[config.mk]
export PLATFORM = sky130hd
export DESIGN_NAME = controller
export DESIGN_NICKNAME = d
export VERILOG_FILES = /design/src/rtl/controller.sv
export SDC_FILE = /design/constraint.sdc
export NUM_CORES = 1
export LEC_CHECK = 0
export ABC_AREA = 1
export CAP_MARGIN = 0
export CORE_ASPECT_RATIO = 0.5
export CORE_MARGIN = 5
export CORE_UTILIZATION = 42
export CTS_BUF_LIST = sky130_fd_sc_hd__clkbuf_8
export DETAILED_ROUTE_END_ITERATION = 10
export PLACE_DENSITY = 0.94
export SKIP_CTS_REPAIR_TIMING = 1
export SLEW_MARGIN = 20
export SYNTH_ARGS = -nofsm -noshare
export SYNTH_HDL_FRONTEND = slang
export SYNTH_SLANG_ARGS = --single-unit
[constraint.sdc]
create_clock -name clk -period 1.4 [get_ports clk]
set_input_delay 0.14 -clock clk [delete_from_list [all_inputs] [get_ports clk]]
set_output_delay 0.14 -clock clk [all_outputs]
set_load 0.02 [all_outputs]
[src/rtl/controller.sv]
// Four-stage instruction controller: accepts one instruction at a time, steps
// it through FETCH, EXEC and WB, and decodes the latched instruction register
// into datapath selects and fields. Illegal encodings drop out after FETCH.
module controller #(
  parameter int DataSize = 32,
  parameter int AddrSize = 5
) (
  input  logic                clk,
  input  logic                rst,
  input  logic [DataSize-1:0] instruction,
  input  logic                instr_valid,
  output logic                instr_ready,
  output logic [AddrSize-1:0] read_address1,
  output logic [AddrSize-1:0] read_address2,
  output logic [AddrSize-1:0] write_address,
  output logic                enable_fetch,
  output logic                enable_execute,
  output logic                enable_writeback,
  output logic [4:0]          imm_5bit,
  output logic [14:0]         imm_15bit,
  output logic [19:0]         imm_20bit,
  output logic [1:0]          mux4to1_select,
  output logic                mux2to1_select,
  output logic                imm_reg_select,
  output logic [5:0]          opcode,
  output logic [4:0]          sub_opcode,
  output logic                illegal_instr,
  output logic [15:0]         retired_count
);

  localparam logic [1:0] IDLE  = 2'd0;
  localparam logic [1:0] FETCH = 2'd1;
  localparam logic [1:0] EXEC  = 2'd2;
  localparam logic [1:0] WB    = 2'd3;

  localparam logic [5:0] OpAlu1 = 6'b100000;
  localparam logic [5:0] OpMovi = 6'b100010;
  localparam logic [5:0] OpAddi = 6'b101000;
  localparam logic [5:0] OpOri  = 6'b101100;
  localparam logic [5:0] OpXori = 6'b101011;

  logic [1:0]          state_q, state_d;
  logic [DataSize-1:0] ir_q;
  logic [15:0]         count_q;

  logic                legal;
  logic                dec_imm_sel;
  logic [1:0]          dec_mux4;
  logic                dec_mux2;

  logic                accept;

  assign accept = (state_q == IDLE) && instr_valid;

  // Decode the instruction register into legality and operand selects.
  always_comb begin
    legal       = 1'b0;
    dec_imm_sel = 1'b0;
    dec_mux4    = 2'b00;
    dec_mux2    = 1'b0;
    if (!ir_q[31]) begin
      case (ir_q[30:25])
        OpAlu1: begin
          case (ir_q[4:0])
            5'b00000, 5'b00001, 5'b00010, 5'b00011, 5'b00100: begin
              legal = 1'b1;
            end
            5'b01000, 5'b01001, 5'b01011: begin
              legal       = 1'b1;
              dec_imm_sel = 1'b1;
            end
            default: legal = 1'b0;
          endcase
        end
        OpMovi: begin
          legal       = 1'b1;
          dec_imm_sel = 1'b1;
          dec_mux4    = 2'b11;
          dec_mux2    = 1'b1;
        end
        OpAddi: begin
          legal       = 1'b1;
          dec_imm_sel = 1'b1;
          dec_mux4    = 2'b01;
        end
        OpOri, OpXori: begin
          legal       = 1'b1;
          dec_imm_sel = 1'b1;
          dec_mux4    = 2'b10;
        end
        default: legal = 1'b0;
      endcase
    end
  end

  // Next-state logic; an illegal instruction returns to IDLE after FETCH.
  always_comb begin
    state_d = state_q;
    case (state_q)
      IDLE:    if (accept) state_d = FETCH;
      FETCH:   state_d = legal ? EXEC : IDLE;
      EXEC:    state_d = WB;
      WB:      state_d = IDLE;
      default: state_d = IDLE;
    endcase
  end

  // State, instruction register and retirement counter.
  always_ff @(posedge clk) begin
    if (rst) begin
      state_q <= IDLE;
      ir_q    <= '0;
      count_q <= '0;
    end else begin
      state_q <= state_d;
      if (accept) begin
        ir_q <= instruction;
      end
      if (state_q == WB) begin
        count_q <= count_q + 16'd1;
      end
    end
  end

  // Stage enables and handshake.
  always_comb begin
    instr_ready      = (state_q == IDLE);
    enable_fetch     = (state_q == FETCH);
    enable_execute   = (state_q == EXEC);
    enable_writeback = (state_q == WB);
    illegal_instr    = (state_q == FETCH) && !legal;
  end

  // Raw fields come straight from IR so they hold until the next accept.
  always_comb begin
    write_address  = ir_q[24:20];
    read_address1  = ir_q[19:15];
    read_address2  = ir_q[14:10];
    imm_5bit       = ir_q[14:10];
    imm_15bit      = ir_q[14:0];
    imm_20bit      = ir_q[19:0];
    opcode         = ir_q[30:25];
    sub_opcode     = ir_q[4:0];
    mux4to1_select = dec_mux4;
    mux2to1_select = dec_mux2;
    imm_reg_select = dec_imm_sel;
    retired_count  = count_q;
  end

endmodule

==> insert_results.sql <==
INSERT INTO impl_metrics (metric_group, metric, value, unit) VALUES
('drt', 'postRouteAntennaNets', '0', ''),
('sta', 'hold_viol_final', '0', ''),
('synthesis', 'synth.yosys.seq_area_share', '0.385', ''),
('worst_setup_path', 'critPathRequiredTime', '1.26', 'ns'),
('power', 'netSwitchingFraction', '0.294', ''),
('sta', 'period_minus_slack', '1.63', 'ns'),
('global_routing', 'grt.total_usage', '0.161', ''),
('synthesis', 'syn_area', '2600', 'um^2'),
('drt', 'viasPerCell', '4.54', ''),
('worst_setup_path', 'worst-path-max-fanout', '5', ''),
('drt', 'routed_wire_length_per_instance', '13.8', 'um'),
('cts', 'number_of_buffers_inserted_during_clock_tree_synthesis', '5', ''),
('synthesis', 'post_synth_main_area_contributors', 'dfxtp_1 (39%), buf_4 (19%), nor2_1 (12%)', ''),
('drt', 'detailedRoute.firstPassIterationCount', '4', ''),
('hold_path', 'holdCritPathClass', 'in -> reg', ''),
('synthesis', 'synth_nets', '392', ''),
('synthesis', 'synth_seq_cells', '50', ''),
('layout', 'nets', '485', ''),
('sta', 'maxClockFrequency', '613', 'MHz'),
('worst_setup_path', 'critPathCaptureType', 'output pin', ''),
('global_routing', 'antenna_found_initial', '0', ''),
('cts', 'clk_pin_slew', '0.09', 'ns'),
('worst_setup_path', 'worst_setup_path_start_kind', 'register', ''),
('sta', 'tns', '-0.936', 'ns'),
('synthesis', 'yosys_warnings', '0', ''),
('layout', 'antenna_cells_inserted', '0', ''),
('global_routing', 'grt_first_pass_wirelength', '10.5', 'mm'),
('die', 'top_level_ports', '126', ''),
('layout', 'post_route_cells_drive_above_1_share', '0.207', ''),
('layout', 'final_cell_count_no_fill', '538', ''),
('die', 'fp.dieH', '65.6', 'um'),
('power', 'power.clock.fraction', '0.274', ''),
('sta', 'finalSetupViolCount', '5', ''),
('placement', 'io_port_bufs', '125', ''),
('sta', 'tightestPinTransition', '0.264', 'ns'),
('sta', 'finalWorstSetupSlack', '-0.231', 'ns'),
('drt', 'detailroute.via_count', '2444', ''),
('sta', 'finalCritPeriodShare', '1.17', ''),
('drt', 'route.detailed.drc', '0', ''),
('cts', 'clockBufferDepth', '2', ''),
('sta', 'clock-skew-final', '0.00531', 'ns'),
('placement', 'post-place-cells', '524', ''),
('global_routing', 'vias_in_the_first_global_route', '2242', ''),
('synthesis', 'synth_top_cell_by_area', 'dfxtp_1', ''),
('run_status', 'violations_in_the_final_reports', 'negative setup slack', ''),
('run_status', 'run_status', 'finished, violations left', ''),
('global_routing', 'global_route.overflow_total', '0', ''),
('synthesis', 'synth_top_area_share', '0.385', ''),
('power', 'power_switching', '1050', 'uW'),
('synthesis', 'synthesis.area_per_instance', '7.30', 'um^2'),
('power', 'design_power_total', '3570', 'uW'),
('placement', 'setup_ws_pre_cts', '-0.465', 'ns'),
('die', 'core.rowCount', '20', ''),
('sta', 'timing.slew.headroom', '0.824', ''),
('job', 'max_cap_viol_count', '0', ''),
('placement', 'detailed_place_hpwl', '5.23', 'mm'),
('synthesis', 'yosys.cell_types.count', '28', ''),
('worst_setup_path', 'setup.worst_path.class', 'reg -> out', ''),
('layout', 'post-route-cell-area', '4160', 'um^2'),
('drt', 'route.final.wire_length', '7.40', 'mm'),
('sta', 'timing_max_transition_violations_final', '0', ''),
('power', 'leakage', '0.00293', 'uW'),
('die', 'die_x', '121', 'um'),
('power', 'ir_worst_vdd', '423', 'uV'),
('die', 'start_util', '0.431', ''),
('power', 'p_comb_frac', '0.285', ''),
('cts', 'clk-insertion-delay-late', '0.29', 'ns'),
('cts', 'root_driver', 'clkbuf_8', ''),
('power', 'seq_power_share', '0.442', ''),
('placement', 'detailed_place.area', '3680', 'um^2'),
('die', 'die_area', '7960', 'um^2'),
('power', 'cellPowerDensity', '857', 'nW/um^2'),
('cts', 'clkSinkCount', '50', ''),
('drt', 'dr.first_iter.drc_count', '130', ''),
('global_routing', 'grt_start_max_net_pins', '33', ''),
('placement', 'gp_routability_congestion', '0.865', ''),
('die', 'floorplan.core_area', '6030', 'um^2'),
('cts', 'cts.htree.levels', '2', ''),
('cts', 'cts_tree', 'done', ''),
('power', 'internal_power', '2520', 'uW'),
('sta', 'rsz_0062_raised_after_global_routing', 'yes', ''),
('synthesis', 'post_synth_inst_count', '356', ''),
('layout', 'syn_to_final_growth', '60.2', '%'),
('worst_setup_path', 'critPathArrivalTime', '1.49', 'ns');
[cells in the mapped netlist]
| cell type | n |
|---|---|
| o21ai_1 | 1 |
| nor2_1 | 85 |
| buf_4 | 67 |
| nor3_1 | 3 |
| clkbuf_1 | 5 |
| a21oi_1 | 17 |
| o21ai_0 | 41 |
| nand3b_1 | 2 |
| nor2_4 | 5 |
| buf_1 | 1 |
| nand2_1 | 25 |
| nor2_2 | 1 |
| dfxtp_1 | 50 |
| clkinv_1 | 1 |
| ha_1 | 1 |
| nand2_2 | 1 |
| and3_1 | 1 |
| inv_1 | 28 |
| inv_2 | 1 |
| nand3_1 | 7 |
| xor2_1 | 1 |
| a21boi_0 | 1 |
| a31oi_1 | 2 |
| nor3_2 | 1 |
| nand3_2 | 1 |
| nand4_1 | 2 |
| nand2_4 | 2 |
| buf_2 | 3 |
[flip-flops by register name, indices dropped and copies added (netlist names), named ones only]
signal and flops:
state_q 1, ir_q 32, retired_count 16
[critical path, cell delays in order, from the launching register on]
cell and delay [ns]:
dfxtp_2 0.34, inv_2 0.05, nor2_4 0.20, nand3_2 0.15, nand2_2 0.10, nor2_4 0.05, nand2_2 0.08, a21boi_2 0.07
buf_4 0.16
[placed cells by master, fill, tap and decap left out, types with 3 or more instances in the layout]
cell type,Yosys,layout
dfxtp_2,0,10
inv_2,1,3
buf_6,0,3
dlymetal6s2s_1,0,85
inv_1,28,28
nor2_2,1,3
nor2_4,5,8
buf_4,67,36
nand3_2,1,5
nand2_1,25,21
nor3_1,3,3
dfxtp_1,50,38
a21oi_1,17,15
clkdlybuf4s50_1,0,34
clkbuf_8,0,5
nand2_2,1,3
nor2_1,85,80
o21ai_0,41,39
nand2_4,2,3
[stage by stage]
stage	hold WS (ns)	utilization
final	0.442	0.690
after global routing	0.455	0.690
after CTS	0.445	0.628
after detailed placement	0.471	0.611
after global placement	0.455	0.611
after floorplan	0.209	-
[area by class of cell]
| cell class | count | area, um^2 |
|---|---|---|
| fillers | 455 | 1870 |
| inverters | 30 | 113 |
| repair buffers | 162 | 1760 |
| clock buffers | 5 | 68.8 |
| clock inverters | 3 | 37.5 |
| flip-flops and latches | 50 | 1020 |
| multi-input cells | 200 | 1050 |
| well taps | 88 | 110 |
[power groups by stage]
stage	Combinational (uW)	Sequential, uW	Clock, uW
2_1_floorplan	659	1600	0
3_3_place_gp	987	1600	0
3_5_place_dp	1010	1610	0
4_1_cts	1010	1570	1010
5_1_grt	1080	1590	1080
6_report	1020	1580	977
[path summary, 6_finish.rpt]
check                           startpoint                       endpoint  slack (ns)  cells past startpoint
min reg2reg  retired_count[5]$_SDFFE_PP0P_  retired_count[5]$_SDFFE_PP0P_        0.45                      1
max reg2reg                       register           ir_q[8]$_SDFFE_PP0P_        0.07                      6
min                            instr_valid        state_q[0]$_SDFFE_PP0P_        0.44                      3
max                  ir_q[30]$_SDFFE_PP0P_                  illegal_instr       -0.23                      8
[cells by family after synthesis]
group | after synthesis | synth area share
AND/OR/NAND/NOR | 136 | 0.234
buffers and inverters | 106 | 0.251
AO/OA/AOI/OAI | 62 | 0.121
flip-flops | 50 | 0.385
XOR/XNOR | 1 | 0.00337
adder cells (fa/ha/maj) | 1 | 0.00481
[metal layers]
metal | vias up | track usage | wire length, um
met5 | - | 0 | 0
met4 | 0 | 0.0461 | 85
met3 | 6 | 0.0189 | 337
met2 | 65 | 0.326 | 4160
met1 | 1131 | 0.178 | 2820
li1 | 1242 | - | -
(Power assumes the default switching activity.)
